===== src/rtl/filter_mode_scheduler_pkg.sv =====
// Shared types for the filter mode scheduler: mode encoding (matches freq_flag),
// frame FSM states and the per-beat framing event bundle.
package filter_pkg;

    typedef enum logic [1:0] {
        MODE_PASS   = 2'd0,
        MODE_TINT   = 2'd1,
        MODE_INV    = 2'd2,
        MODE_INV_HI = 2'd3
    } mode_e;

    typedef enum logic {
        WAIT_SOP = 1'b0,
        IN_FRAME = 1'b1
    } fsm_state_e;

    typedef struct packed {
        logic start;
        logic fend;
        logic err;
    } frame_evt_t;

    // The manual switch takes priority over the detector's band request.
    function automatic mode_e select_request(input logic       ovr_en,
                                             input logic [1:0] ovr_mode,
                                             input logic [1:0] flag);
        return mode_e'(ovr_en ? ovr_mode : flag);
    endfunction

endpackage


===== src/rtl/filter_mode_scheduler_if.sv =====
// Request, stream-marker and status signals exchanged between the filter
// datapath side (master) and the mode scheduler (slave).
interface filter_mode_scheduler_if #(
    parameter int CNT_W = 8
);
    import filter_pkg::*;

    logic [1:0]       freq_flag;
    logic             override_en;
    logic [1:0]       override_mode;
    logic             sop_in;
    logic             eop_in;
    logic             valid_in;
    logic             ready_in;
    mode_e            mode_out;
    logic             switch_pulse;
    logic             frame_active;
    logic [CNT_W-1:0] frame_count;
    logic             sync_err;

    modport master (
        output freq_flag, override_en, override_mode,
        output sop_in, eop_in, valid_in, ready_in,
        input  mode_out, switch_pulse, frame_active, frame_count, sync_err
    );

    modport slave (
        input  freq_flag, override_en, override_mode,
        input  sop_in, eop_in, valid_in, ready_in,
        output mode_out, switch_pulse, frame_active, frame_count, sync_err
    );

endinterface


===== src/rtl/filter_mode_scheduler_frame_tracker.sv =====
// Frame FSM: decodes frame start/end and framing errors from accepted beats
// and registers frame_active / sync_err.
module frame_tracker
    import filter_pkg::*;
(
    input  logic       clk,
    input  logic       reset,
    input  logic       i_sop,
    input  logic       i_eop,
    input  logic       i_valid,
    input  logic       i_ready,
    output frame_evt_t o_evt,
    output logic       o_frame_active,
    output logic       o_sync_err
);

    fsm_state_e r_state;
    fsm_state_e w_next;
    frame_evt_t w_evt;
    logic       w_beat;

    assign w_beat = i_valid & i_ready;

    always_comb begin
        w_evt  = '0;
        w_next = r_state;
        if (w_beat) begin
            case (r_state)
                WAIT_SOP: begin
                    if (i_sop) begin
                        w_evt.start = 1'b1;
                        // A single-beat frame opens and closes on the same beat.
                        if (i_eop) w_evt.fend = 1'b1;
                        else       w_next     = IN_FRAME;
                    end else if (i_eop) begin
                        w_evt.err = 1'b1;
                    end
                end
                IN_FRAME: begin
                    if (i_eop) begin
                        w_evt.fend = 1'b1;
                        w_next     = WAIT_SOP;
                    end else if (i_sop) begin
                        // Restart: the open frame is dropped without being counted.
                        w_evt.err   = 1'b1;
                        w_evt.start = 1'b1;
                    end
                end
                default: w_next = WAIT_SOP;
            endcase
        end
    end

    always_ff @(posedge clk) begin
        if (!reset) begin
            r_state        <= WAIT_SOP;
            o_frame_active <= 1'b0;
            o_sync_err     <= 1'b0;
        end else begin
            r_state        <= w_next;
            o_frame_active <= (w_next == IN_FRAME);
            o_sync_err     <= w_evt.err;
        end
    end

    assign o_evt = w_evt;

endmodule


===== src/rtl/filter_mode_scheduler.sv =====
// Filter mode scheduler: debounces the band request over frame starts and
// switches the filter mode only on frame boundaries.
module filter_mode_scheduler
    import filter_pkg::*;
#(
    parameter int STABLE_FRAMES = 3,
    parameter int CNT_W         = 8
) (
    input  logic                    clk,
    input  logic                    reset,
    filter_mode_scheduler_if.slave  bus
);

    localparam int SC_W = $clog2(STABLE_FRAMES + 1);
    localparam logic [SC_W-1:0] STABLE_MAX = SC_W'(STABLE_FRAMES);

    frame_evt_t       w_evt;
    mode_e            w_request;
    logic             w_frame_active;
    logic             w_sync_err;

    mode_e            r_mode;
    mode_e            r_candidate;
    logic [SC_W-1:0]  r_stable_cnt;
    logic             r_switch_pulse;
    logic [CNT_W-1:0] r_frame_count;

    function automatic logic [SC_W-1:0] sat_inc(input logic [SC_W-1:0] v);
        return (v >= STABLE_MAX) ? STABLE_MAX : v + SC_W'(1);
    endfunction

    frame_tracker u_frame_tracker (
        .clk            (clk),
        .reset          (reset),
        .i_sop          (bus.sop_in),
        .i_eop          (bus.eop_in),
        .i_valid        (bus.valid_in),
        .i_ready        (bus.ready_in),
        .o_evt          (w_evt),
        .o_frame_active (w_frame_active),
        .o_sync_err     (w_sync_err)
    );

    assign w_request = select_request(bus.override_en, bus.override_mode, bus.freq_flag);

    // Frame end compares the pre-edge candidate, so a same-beat start only
    // affects the decision at the following frame end.
    always_ff @(posedge clk) begin
        if (!reset) begin
            r_mode         <= MODE_PASS;
            r_candidate    <= MODE_PASS;
            r_stable_cnt   <= '0;
            r_switch_pulse <= 1'b0;
            r_frame_count  <= '0;
        end else begin
            r_switch_pulse <= 1'b0;
            if (w_evt.start) begin
                if (bus.override_en) begin
                    r_candidate  <= w_request;
                    r_stable_cnt <= STABLE_MAX;
                end else if (w_request == r_candidate) begin
                    r_stable_cnt <= sat_inc(r_stable_cnt);
                end else begin
                    r_candidate  <= w_request;
                    r_stable_cnt <= SC_W'(1);
                end
            end
            if (w_evt.fend) begin
                r_frame_count <= r_frame_count + CNT_W'(1);
                if ((r_stable_cnt >= STABLE_MAX) && (r_candidate != r_mode)) begin
                    r_mode         <= r_candidate;
                    r_switch_pulse <= 1'b1;
                end
            end
        end
    end

    assign bus.mode_out     = r_mode;
    assign bus.switch_pulse = r_switch_pulse;
    assign bus.frame_active = w_frame_active;
    assign bus.frame_count  = r_frame_count;
    assign bus.sync_err     = w_sync_err;

endmodule


===== src/flat_wrapper.sv =====
// flat-port wrapper written by rule: the top's interface ports become plain ports
module filter_mode_scheduler_flat import filter_pkg::*;
#(
    parameter int STABLE_FRAMES = 3,
    parameter int CNT_W         = 8
)
  (clk, reset, bus_freq_flag, bus_override_en, bus_override_mode, bus_sop_in, bus_eop_in, bus_valid_in, bus_ready_in, bus_mode_out, bus_switch_pulse, bus_frame_active, bus_frame_count, bus_sync_err);
  filter_mode_scheduler_if #(.CNT_W(CNT_W)) bus_i ();
  input  logic clk;
  input  logic reset;
  input wire logic [$bits(bus_i.freq_flag)-1:0] bus_freq_flag;
  input wire logic [$bits(bus_i.override_en)-1:0] bus_override_en;
  input wire logic [$bits(bus_i.override_mode)-1:0] bus_override_mode;
  input wire logic [$bits(bus_i.sop_in)-1:0] bus_sop_in;
  input wire logic [$bits(bus_i.eop_in)-1:0] bus_eop_in;
  input wire logic [$bits(bus_i.valid_in)-1:0] bus_valid_in;
  input wire logic [$bits(bus_i.ready_in)-1:0] bus_ready_in;
  output wire logic [$bits(bus_i.mode_out)-1:0] bus_mode_out;
  output wire logic [$bits(bus_i.switch_pulse)-1:0] bus_switch_pulse;
  output wire logic [$bits(bus_i.frame_active)-1:0] bus_frame_active;
  output wire logic [$bits(bus_i.frame_count)-1:0] bus_frame_count;
  output wire logic [$bits(bus_i.sync_err)-1:0] bus_sync_err;
  assign bus_i.freq_flag = bus_freq_flag;
  assign bus_i.override_en = bus_override_en;
  assign bus_i.override_mode = bus_override_mode;
  assign bus_i.sop_in = bus_sop_in;
  assign bus_i.eop_in = bus_eop_in;
  assign bus_i.valid_in = bus_valid_in;
  assign bus_i.ready_in = bus_ready_in;
  assign bus_mode_out = bus_i.mode_out;
  assign bus_switch_pulse = bus_i.switch_pulse;
  assign bus_frame_active = bus_i.frame_active;
  assign bus_frame_count = bus_i.frame_count;
  assign bus_sync_err = bus_i.sync_err;
  filter_mode_scheduler #(.STABLE_FRAMES(STABLE_FRAMES), .CNT_W(CNT_W)) u_core (.clk(clk), .reset(reset), .bus(bus_i));
endmodule

===== config.mk =====
export PLATFORM = sky130hd
export DESIGN_NAME = filter_mode_scheduler_flat
export DESIGN_NICKNAME = d
export VERILOG_FILES = /design/src/rtl/filter_mode_scheduler_pkg.sv /design/src/rtl/filter_mode_scheduler_if.sv /design/src/rtl/filter_mode_scheduler_frame_tracker.sv /design/src/rtl/filter_mode_scheduler.sv /design/src/flat_wrapper.sv
export SDC_FILE = /design/constraint.sdc
export NUM_CORES = 1
export LEC_CHECK = 0
export CAP_MARGIN = 10
export CORE_UTILIZATION = 40
export CTS_BUF_LIST = sky130_fd_sc_hd__clkbuf_4
export CTS_CLUSTER_DIAMETER = 40
export DETAILED_ROUTE_END_ITERATION = 12
export PLACE_DENSITY = 0.7
export REMOVE_ABC_BUFFERS = 1
export SYNTH_ARGS = -nofsm -noshare
export SYNTH_HDL_FRONTEND = slang
export SYNTH_HIERARCHICAL = 1
export SYNTH_SLANG_ARGS = --single-unit

===== constraint.sdc =====
create_clock -name clk -period 2.1 [get_ports clk]
set_input_delay 0.525 -clock clk [delete_from_list [all_inputs] [get_ports clk]]
set_output_delay 0.525 -clock clk [all_outputs]
set_load 0.005 [all_outputs]

# Yosys cells after proc, flatten, opt, wreduce, memory -nomap -nowiden
# Cells that the tools add are included.
# word_totals
ff_bits	17
input_bits	11
# op_classes
n_addsub	2
magnitude_cmp	1
eq_ne	3
mux	17
n_bitwise	2
n_reduce_logical	5
# op_table
operator	n
2-bit 2-to-1 mux	7
8-bit by 1-bit adder with 8-bit output (second input constant)	1
2-bit AND reduction	4
1-bit 2-to-1 mux	7
3-bit case mux with 2 select lines	1
3-bit 2-to-1 mux	1
2-bit by 1-bit adder with 2-bit output (second input constant)	1
2-bit equality test	1
2-bit greater-or-equal comparator (second input constant)	1
2-bit != test	1
2-bit != test (second input constant)	1
1-bit case mux with 2 select lines	1
1-bit bitwise AND	1
1-bit logical AND	1
1-bit NOT	1

# Logic depth before layout (Yosys ltp)
# logic_depth
word_depth	5
ltp_mapped	5
mapped_depth_nobuf	5

# Hierarchy
# The synthesis kept the hierarchy.
# by_module_without_submodules
mod	instances	cells_per_inst	area_per_inst_um2	seq_area_each_um2
filter_mode_scheduler	1	67	675.6	300.3
frame_tracker	1	13	117.6	40.0

# Least setup slack after synthesis
# Ideal clock, no wire load.
# synth_path
kind	input to register
start	in bus_valid_in
end	reg u_core.r_frame_count[7], in the netlist u_core/bus.frame_count[7]
setup_ps	70
arrival_time_ps	1423
t_required_ps	2030
setup_slack_ps	607
stages	5
path_buffers	1
path_cell_list	o2111a_1 buf_4 nand4_2 or3_1 a21boi_1
# synth_between
elab_chain_cells	2
# synth_lines
element	line_no	text
start: declaration	flat_wrapper.sv:16	input wire logic [$bits(bus_i.valid_in)-1:0] bus_valid_in;
1-bit bitwise AND	filter_mode_scheduler_frame_tracker.sv:22	assign w_beat = i_valid & i_ready;
3-bit 2-to-1 mux	filter_mode_scheduler_frame_tracker.sv:27	if (w_beat) begin
end signal: assignment	filter_mode_scheduler.sv:69	r_frame_count <= r_frame_count + CNT_W'(1);
end: declaration	filter_mode_scheduler.sv:26	logic [CNT_W-1:0] r_frame_count;
# No other way between the ends.
# A chain may end at the register's enable or synchronous reset.

# Worst setup path in the final report
# layout_path
start	reg u_core.r_frame_count[2], in the netlist u_core/bus.frame_count[2]
end	out bus_frame_count[2]
# layout_lines
element	line_no	text
end: declaration	flat_wrapper.sv:21	output wire logic [$bits(bus_i.frame_count)-1:0] bus_frame_count;
# No word-level cell between the ends.

==> results.txt <==
* Max Clock Freq: 558 MHz
- STA puts the critical path data arrival time at 1.27 ns.
- At the end of routability-driven placement, the weighted congestion stood at 0.754.
* Global-route wire length before repair: 2400 um
- Net switching is 22.9% of the power.
- After detailed routing, the average wire length per cell comes to 11.4 um.
* Growth of design area from synthesis to finish: 42.2%
* Portion of the clock cycle consumed by the worst path in the final layout: 85.3%
- IO Port Bufs: 23
- STA classifies the critical path startpoint as a flop.
* Number of resized instances in the post-cts repair step: 0
- For this run the aggregate overflow at the end of global routing stands at 0.
* Flop-to-flop setup slack: 0.64 ns
- Clock tree root buffer cell: clkbuf_4
- Setup violations remaining at the end of the flow were counted as 0.
- Summing all multi-input logic gate instances after layout gives 433 um2.
* VDD IR-drop max: 0.000381 V
- Total clock buffers created by CTS: 3
- The number of global-route vias before repair is 605.
- Worst EP required: 1.57 ns
- The flow ran to the end, and the final reports show no timing, DRC or antenna violations.
- For this run, the detailed router's first-pass iteration total came to 4.
- In this run the number of H-tree levels came out at 1.
- Traced cell by cell, the critical path runs through clkdlybuf4s50_1.
* TritonCTS clock tree: built
- The repair_antennas step left the layout with diodes totalling 0.
* Slowest cell delay on critical path: 0.54 ns
- The clock reaches the later pin of the worst-skew pair after 0.29 ns.
- Buffers inserted to repair hold after CTS numbered 0.
* Via total after detailed routing: 691
* Total wire length: 1550 um
- Clk network pwr share: 31.7%
* Seq pwr share: 56.5%
- In this run, the combinational gates consume 11.8% of the power.
* DRC violations left: 0
- In this run the worst hold path is classified as flop to flop.
* CP bufs+invs: 1
- Highest-delay cell along the critical path: clkdlybuf4s50_1
* Dpl hpwl: 1200 um
- Maximum number of pins on one net before global-route repair: 10
* Minimum clock period: 1.79 ns
- After technology mapping, the gate count stands at 79.
* Max capacitance violation total: 0
- Clock tree sinks: 17
* Initial cell density of the core: 44.2%
* Leakage dissipation: 0.000443 uW
- For this run, the share of the core covered by cells in the final layout is 62.9%.
* Final Net Count: 124
* Internal: 459 uW
* Total routing usage reported by global routing: 15.8%
- Antenna violations before repair: 0
- Die Span X: 46.4 um
- Core outline area: 1780 um2
- Among cell families on the critical path, the largest total delay comes from buffers and inverters.
* Most frequent standard cell in the layout excluding fill and tap cells: clkdlybuf4s50_1
- Total negative setup slack: 0 ns
- During synthesis, Yosys emitted a total of 6 warnings.
- Per-instance average area after synthesis: 9.98 um2
* Syn Std Cell Area: 788 um2
* Boundary Pins: 24
- The detail route stage leaves a number of antenna-violating nets equal to 0.
- Register area: 340 um2
* Worst max-slew margin expressed relative to the limit: 77.8%
- The longest clock path from root to sink contains 2 buffers.
* Share of final-layout standard cells stronger than drive strength 1: 12.6%
- Commonest cells after routing, fill and taps aside: clkdlybuf4s50_1, dfxtp_1, xnor2_1
* Register clock-pin slew on the reported worst setup and hold paths: 0.10 ns
- Switching power total: 136 uW
- Critical Path Sink Type: output port
- Worst hold slack: 0.507 ns
- After floorplanning, the core was divided into 15 placement rows.
- Post-CTS timing repair inserted 0 buffers for setup.
- Crit Path Class: flop to output port
* Fill cell total of the finished layout: 157
* DRT iter0 DRCs: 5
- The max-slew violation count is 0.
- At the pin with the least slew margin, the transition time is 0.333 ns.
* Routed via count divided by cell count: 5.08
- The number of hold violations in the final report is 0.
* Unrepaired setup endpoints after global routing: false
- The die covers 2150 um2.
* Die boundary height: 46.4 um
- Highest net fanout along the worst path: 5
- Worst Clk Skew: 0.00331 ns
* Power density over the cells: 530 nW/um2
[metal layers]
| layer | global-route usage (%) | routed length, um | vias to the layer above |
|---|---|---|---|
| met5 | 0 | 0 | - |
| met4 | 8.82 | 10 | 0 |
| met3 | 3.53 | 54 | 2 |
| met2 | 26.9 | 729 | 17 |
| met1 | 18.0 | 749 | 322 |
| li1 | - | - | 350 |
[path summary, 6_finish.rpt]
check / cells after the start / startpoint / end
max: 1 / u_core/bus.frame_count[2] / bus_frame_count[2]
min: 2 / u_core/bus.frame_count[7] / u_core/bus.frame_count[7]
max reg2reg: 4 / u_core/u_frame_tracker/r_state / u_core/bus.frame_count[5]
min reg2reg: 2 / u_core/bus.frame_count[7] / u_core/bus.frame_count[7]
[area by class of cell]
class / instances / share of cell area, %
multi-input combinational: 59 / 38.6
timing repair buffer: 30 / 25.2
inverter: 1 / 0.335
clock buffer: 4 / 2.68
tap: 25 / 2.79
sequential: 17 / 30.4
[per-stage QoR]
| step | area (um2) | cells | setup slack [ns] | total power, uW |
|---|---|---|---|---|
| after global placement | 1090 | 132 | 0.0890 | 412 |
| after detailed placement | 1090 | 132 | 0.0367 | 413 |
| after CTS | 1120 | 136 | 0.308 | 599 |
| after global routing | 1120 | 136 | 0.235 | 623 |
| final | 1120 | 136 | 0.308 | 594 |
| after floorplan | 777 | 77 | 0.533 | 369 |
[registers in the layout (all words and copies together) (netlist names)]
name / flops
u_core/bus.frame_count: 8
u_core/bus.mode_out: 2
u_core/bus.switch_pulse: 1
u_core/r_candidate: 2
u_core/r_stable_cnt: 2
u_core/u_frame_tracker/o_sync_err: 1
u_core/u_frame_tracker/r_state: 1
[power groups by stage]
| stage | sequential, uW | combinational (uW) | clock [uW] |
|---|---|---|---|
| detailed placement | 343 | 70.2 | 0 |
| finish | 336 | 70.3 | 189 |
| floorplan | 342 | 27.1 | 0 |
| global route | 337 | 76.9 | 209 |
| CTS | 336 | 70.8 | 192 |
| global placement | 342 | 69.2 | 0 |
Note: power is estimated with default switching activity, not from simulation.
